### src/rtl/alu_pkg.sv
// Shared opcode, ALU control and sequencer state definitions.
package alu_pkg;

    typedef enum logic [2:0] {
        OP_ADD = 3'd0,
        OP_SUB = 3'd1,
        OP_AND = 3'd2,
        OP_OR  = 3'd3,
        OP_MUL = 3'd4
    } op_t;

    localparam logic [1:0] ALU_ADD = 2'b00;
    localparam logic [1:0] ALU_SUB = 2'b01;
    localparam logic [1:0] ALU_AND = 2'b10;
    localparam logic [1:0] ALU_OR  = 2'b11;

    typedef enum logic [2:0] {
        S_LOAD_A,
        S_LOAD_B,
        S_EXEC,
        S_MUL,
        S_DONE
    } state_t;

    // True for the defined opcodes, ADD through MUL.
    function automatic logic op_valid(input logic [2:0] opsel);
        return (opsel <= 3'd4);
    endfunction

endpackage

### src/rtl/mult_datapath.sv
// Shift-add multiply accumulator: {acc_hi, acc_lo} with an iteration counter.
// The add itself is done by the external ALU; this block only shifts its result in.
module mult_datapath #(
    parameter int N = 8
) (
    input  logic           clk,
    input  logic           rst,
    input  logic           load,
    input  logic           step,
    input  logic [N-1:0]   load_val,
    input  logic [N-1:0]   alu_result,
    input  logic           alu_c,
    output logic [N-1:0]   acc_hi,
    output logic           acc_lsb,
    output logic [2*N-1:0] product_next,
    output logic           done
);

    localparam int CW = $clog2(N) + 1;

    logic [N-1:0]  acc_lo;
    logic [CW-1:0] cnt;

    // Carry and sum of this iteration's add become the new high half; multiplier shifts out.
    assign product_next = {alu_c, alu_result, acc_lo[N-1:1]};
    assign acc_lsb      = acc_lo[0];
    assign done         = (cnt == CW'(1));

    // Accumulator and iteration counter.
    always_ff @(posedge clk or posedge rst) begin
        if (rst) begin
            acc_hi <= '0;
            acc_lo <= '0;
            cnt    <= '0;
        end else if (load) begin
            acc_hi <= '0;
            acc_lo <= load_val;
            cnt    <= CW'(N);
        end else if (step) begin
            {acc_hi, acc_lo} <= product_next;
            cnt              <= cnt - CW'(1);
        end
    end

endmodule

### src/rtl/alu_mult_sequencer.sv
// Step-driven sequencer for the external ALU: captures A/opcode then B,
// runs one ALU op or an N-cycle shift-add multiply, and registers result/flags.
module alu_mult_sequencer
    import alu_pkg::*;
#(
    parameter int N = 8
) (
    input  logic           CLK50M,
    input  logic           RST,
    input  logic           STEP,
    input  logic [N-1:0]   INPUT,
    input  logic [2:0]     OPSEL,
    output logic [N-1:0]   ALU_A,
    output logic [N-1:0]   ALU_B,
    output logic [1:0]     ALU_CTRL,
    input  logic [N-1:0]   ALU_RESULT,
    input  logic           ALU_V,
    input  logic           ALU_C,
    input  logic           ALU_N,
    input  logic           ALU_Z,
    output logic [N-1:0]   A_REG,
    output logic [2*N-1:0] RESULT,
    output logic           V,
    output logic           C,
    output logic           Neg,
    output logic           Z,
    output logic           BUSY,
    output logic           ERR
);

    state_t         state_q, state_d;
    op_t            op_q;
    logic [N-1:0]   b_q;
    logic           mul_load, mul_step, mul_done;
    logic [N-1:0]   acc_hi;
    logic           acc_lsb;
    logic [2*N-1:0] product_next;

    mult_datapath #(.N(N)) u_mult (
        .clk          (CLK50M),
        .rst          (RST),
        .load         (mul_load),
        .step         (mul_step),
        .load_val     (INPUT),
        .alu_result   (ALU_RESULT),
        .alu_c        (ALU_C),
        .acc_hi       (acc_hi),
        .acc_lsb      (acc_lsb),
        .product_next (product_next),
        .done         (mul_done)
    );

    assign BUSY = (state_q == S_EXEC) || (state_q == S_MUL);

    // State register.
    always_ff @(posedge CLK50M or posedge RST) begin
        if (RST) state_q <= S_LOAD_A;
        else     state_q <= state_d;
    end

    // Next-state and multiplier control.
    always_comb begin
        state_d  = state_q;
        mul_load = 1'b0;
        mul_step = 1'b0;
        case (state_q)
            S_LOAD_A, S_DONE: begin
                if (STEP && op_valid(OPSEL)) state_d = S_LOAD_B;
            end
            S_LOAD_B: begin
                if (STEP) begin
                    if (op_q == OP_MUL) begin
                        mul_load = 1'b1;
                        state_d  = S_MUL;
                    end else begin
                        state_d  = S_EXEC;
                    end
                end
            end
            S_EXEC: state_d = S_DONE;
            S_MUL: begin
                mul_step = 1'b1;
                if (mul_done) state_d = S_DONE;
            end
            default: state_d = S_LOAD_A;
        endcase
    end

    // ALU operand routing; outside EXEC/MUL it previews A_REG op INPUT.
    always_comb begin
        ALU_A    = A_REG;
        ALU_B    = INPUT;
        ALU_CTRL = (op_q == OP_MUL) ? ALU_ADD : op_q[1:0];
        case (state_q)
            S_EXEC: ALU_B = b_q;
            S_MUL: begin
                ALU_A    = acc_hi;
                ALU_B    = acc_lsb ? A_REG : '0;
                ALU_CTRL = ALU_ADD;
            end
            default: ;
        endcase
    end

    // Operand, opcode and error capture on STEP.
    always_ff @(posedge CLK50M or posedge RST) begin
        if (RST) begin
            A_REG <= '0;
            b_q   <= '0;
            op_q  <= OP_ADD;
            ERR   <= 1'b0;
        end else if (STEP) begin
            if (state_q == S_LOAD_A || state_q == S_DONE) begin
                if (op_valid(OPSEL)) begin
                    A_REG <= INPUT;
                    op_q  <= op_t'(OPSEL);
                    ERR   <= 1'b0;
                end else begin
                    ERR   <= 1'b1;
                end
            end else if (state_q == S_LOAD_B) begin
                b_q <= INPUT;
            end
        end
    end

    // Result and status flag registers.
    always_ff @(posedge CLK50M or posedge RST) begin
        if (RST) begin
            RESULT <= '0;
            V      <= 1'b0;
            C      <= 1'b0;
            Neg    <= 1'b0;
            Z      <= 1'b0;
        end else if (state_q == S_EXEC) begin
            RESULT <= {{N{1'b0}}, ALU_RESULT};
            V      <= ALU_V;
            C      <= ALU_C;
            Neg    <= ALU_N;
            Z      <= ALU_Z;
        end else if (state_q == S_MUL && mul_done) begin
            RESULT <= product_next;
            V      <= 1'b0;
            C      <= |product_next[2*N-1:N];
            Neg    <= product_next[2*N-1];
            Z      <= (product_next == '0);
        end
    end

endmodule

### config.mk
export PLATFORM = sky130hd
export DESIGN_NAME = alu_mult_sequencer
export DESIGN_NICKNAME = d
export VERILOG_FILES = /design/src/rtl/alu_pkg.sv /design/src/rtl/mult_datapath.sv /design/src/rtl/alu_mult_sequencer.sv
export SDC_FILE = /design/constraint.sdc
export NUM_CORES = 1
export LEC_CHECK = 0
export ABC_CLOCK_PERIOD_IN_PS = 4900
export CORE_UTILIZATION = 30
export CTS_BUF_LIST = sky130_fd_sc_hd__clkbuf_2 sky130_fd_sc_hd__clkbuf_4 sky130_fd_sc_hd__clkbuf_8
export CTS_CLUSTER_SIZE = 20
export DETAILED_ROUTE_END_ITERATION = 16
export GPL_TIMING_DRIVEN = 1
export HOLD_SLACK_MARGIN = 0.02
export PLACE_DENSITY_LB_ADDON = 0.3
export SYNTH_ARGS = -nofsm -noshare
export SYNTH_HDL_FRONTEND = slang
export SYNTH_SLANG_ARGS = --single-unit
### constraint.sdc
create_clock -name CLK50M -period 4.9 [get_ports CLK50M]
set_clock_uncertainty 0.1 [all_clocks]
set_input_delay 0.98 -clock CLK50M [delete_from_list [all_inputs] [get_ports CLK50M]]
set_output_delay 0.98 -clock CLK50M [all_outputs]
set_load 0.05 [all_outputs]
==> impl_results.md <==
- Yosys cell types: 41
- Synth Net Count: 352
- Pre-Repair DR Iteration Count: 4
- Dpl cells: between 500 and 600
- Ys Warns: 0
- Crit Reg-Reg Startpoint: state_q[0]
- Antenna Nets Post-Route: 0
- Switching share of power: 49.2%
- Async SR Flop Fraction: between 90% and 100%
- Max Clk Rate: roughly 250 MHz
- Worst Max-Slew Pin Slew: 0.913 ns
- Placed wire-length estimate: 5790 um
- CTS Hold Bufs: 0
- Final Hold Viols: 0
- M1 WL: 4040 um
- Max Cap Viol: 0
- # fillers: around 990
- Top routing layer in use: met4
- Syn_area_per_cell: 9.29 um^2
- Reg2Reg Setup Slack: 2.22 ns
- Hold Path Stages: 1
- Gr usage total: 17.0%
- NetSw: around 1.5 mW
- Pwr/cell area: between 700 and 800 nW/um^2
- Smallest hold slack: 0.399 ns
- Remaining Overflow, GRT: 0
- Met2 WL: 3720 um
- CTS tree: done
- Vias in the first global route: 2511
- Number of cell rows: 36
- Drt via density: 4.97
- Max transition margin: 39.1%
- # setup viols final: 0
- Vias: 2642
- Die Y: 102 um
- Clock transition at the registers of the reported paths: roughly 0.07 ns
- Detailed-route wire length: 8390 um
- Top FF cell, synth: dfrtp_1
- Final setup TNS: 0 ns
- CTS max path bufs: 2
- Hold Crit Start: op_q[2]
- Most frequent cells in the layout: nand2_1, clkdlybuf4s50_1, dfrtp_1
- Fraction of layout cells with a size suffix above 1: 11.8%
- Clk sinks: 63
- Post-CTS resize count: 0
- Min cycle time layout: 3.92 ns
- Seq/Total Area, Yosys: between 50% and 60%
- Worst vdd ir: 0.396 mV
- Commonest non-fill, non-tap cell in the layout: nand2_1
- Fin nets: 422
- Clock Tree Root: clkbuf_8
- Required @ worst endpoint: ~3.8 ns
- P_int: 1.57 mW
- Unrepaired setup endpoints after global routing: no
- H-tree levels: 3
- Worst EP arrival: 2.84 ns
- Largest net degree at the start of global routing: 43
- WL met3: 485 um
- 1st-iter DRT viols: 115
- Initial Util: 30.9%
- Clk_lat worst skew: 0.35 ns
- Slew Limit Fails: 0
- TritonCTS Buffers: 9
- Clock network power share: 12.9%
- Hold Crit Endpoint: op_q[2]
- Die area: about 10000 um^2
- Die width: 102 um
- Mapped Area: between 3000 and 4000 um^2
- Worst-case reg-to-reg path depth: 4
- Cells after Synth: 324
- Final Power: 3.10 mW
- CP startpoint kind: flip-flop
- Reg-to-reg endpoint: u_mult.acc_lo[7]
- Fraction of power consumed by sequential logic: 31.8%
- Ant. Diodes: 0
- Fin cells: 532
- Initial antenna violation count: 0
- Post-route DRC: 0
- Core Area: slightly below 10000 um^2
- GPL Wtd Cong: 0.794
- Post-synth EDFFs: 0
- Setup CP Type: flip-flop to output pin
- Worst Hold Class: flip-flop to flip-flop
- Tcrit/Tclk final: between 80% and 90%
- Worst setup EP type: output pin
- Routed wire per std cell: 15.8 um
- Final Core Density: 41.3%
- Setup Buffers After CTS: 0
- Logic pwr share: 55.3%
- CP Max Fanout: 26
- Leakage: 1.76 nW
- Layout area overhead: 33.6%
- Flops & latches, synth: 63
- Number of I/O pins: between 70 and 80
- Status: finished, final reports clean
- Port-buffer cells: 73
- First-pass GRT wire length: about 13000 um
[cells by family (layout without fill, tap and decap cells)]
family                     Yosys count  count (layout)  share of synthesized area (%)
and+or+nand+nor                    167             167                           25.3
DFF                                 63              63                           52.4
xor gates and xnor gates             3               3                          0.873
muxes                               19              19                           7.07
buffers and inverters               23              98                           3.83
adders and majority gates            2               2                          0.831
AOI/OAI and AO/OA                   47              47                           9.69
[stage by stage]
stage / worst slack, ns / area, um^2
finish: 0.977 / 4020
global route: 0.833 / 4020
CTS: 0.978 / 4020
detailed placement: 1.24 / 3850
global placement: 1.28 / 3850
floorplan: 1.82 / 3010
[how the worst max path moves through the flow]
stage / slack [ns] / endpoint / cells after the start / startpoint
6_report: 0.98 / ALU_CTRL[0] / 4 / state_q[0]
5_1_grt: 0.83 / ALU_CTRL[0] / 4 / state_q[0]
4_1_cts: 0.98 / ALU_CTRL[0] / 4 / state_q[0]
3_5_place_dp: 1.24 / ALU_B[6] / 4 / INPUT[6]
3_3_place_gp: 1.28 / ALU_B[7] / 4 / INPUT[7]
2_1_floorplan: 1.82 / ALU_B[6] / 4 / state_q[2]
[flip-flops by register name, indices dropped and copies added, names as in the netlist]
| signal | cells |
|---|---|
| u_mult.cnt | 4 |
| Z | 1 |
| b_q | 8 |
| state_q | 3 |
| A_REG | 8 |
| u_mult.acc_lo | 8 |
| Neg | 1 |
| RESULT | 16 |
| V | 1 |
| C | 1 |
| op_q | 3 |
| ERR | 1 |
| u_mult.acc_hi | 8 |
[power groups by stage]
| stage | Clock (mW) | Sequential (mW) | Combinational, mW |
|---|---|---|---|
| after floorplan | 0 | 1.28 | 0.849 |
| after global placement | 0 | 0.987 | 1.71 |
| after detailed placement | 0 | 0.992 | 1.72 |
| after CTS | 0.405 | 0.983 | 1.73 |
| after global routing | 0.429 | 1.02 | 1.83 |
| final | 0.400 | 0.985 | 1.72 |
[worst max-delay path: stages (launching register included)]
cell,delay [ns]
dfrtp_1,0.94
nand3b_1,0.36
buf_4,0.32
and2_1,0.17
clkdlybuf4s50_1,0.70
[layout make-up]
cell class | instances | area (um^2) | area share (%)
repair buffers | 78 | 768 | 19.1
clock inverters | 4 | 22.5 | 0.560
flip-flops and latches | 63 | 1580 | 39.2
multi-input cells | 238 | 1320 | 32.9
well taps | 133 | 166 | 4.14
inverters | 4 | 15.0 | 0.374
clock buffers | 12 | 146 | 3.64
[synthesized netlist by cell type (all sizes together) (2+ instances only)]
library cell	instances	area, um^2
nand2	103	389
dfrtp	63	1580
nand3	22	110
mux2	18	203
a21oi	13	68.8
buf	13	77.6
nor2	12	55.1
o21ai	11	55.1
a31oi	10	62.6
nor2b	8	50.1
a22oi	7	52.6
clkbuf	6	22.5
inv	4	15.0
nor3b	4	30.0
and2	3	18.8
nor4	3	18.8
ha	2	25.0
nand2b	2	12.5
nand3b	2	15.0
or4	2	15.0
xnor2	2	17.5
[per-layer routing]
metal / track usage [%] / vias up
met5: 0 / -
met4: 6.59 / 0
met3: 3.49 / 14
met2: 26.2 / 94
li1: - / 1242
met1: 23.5 / 1292
Note: power is estimated with default switching activity, not from simulation.
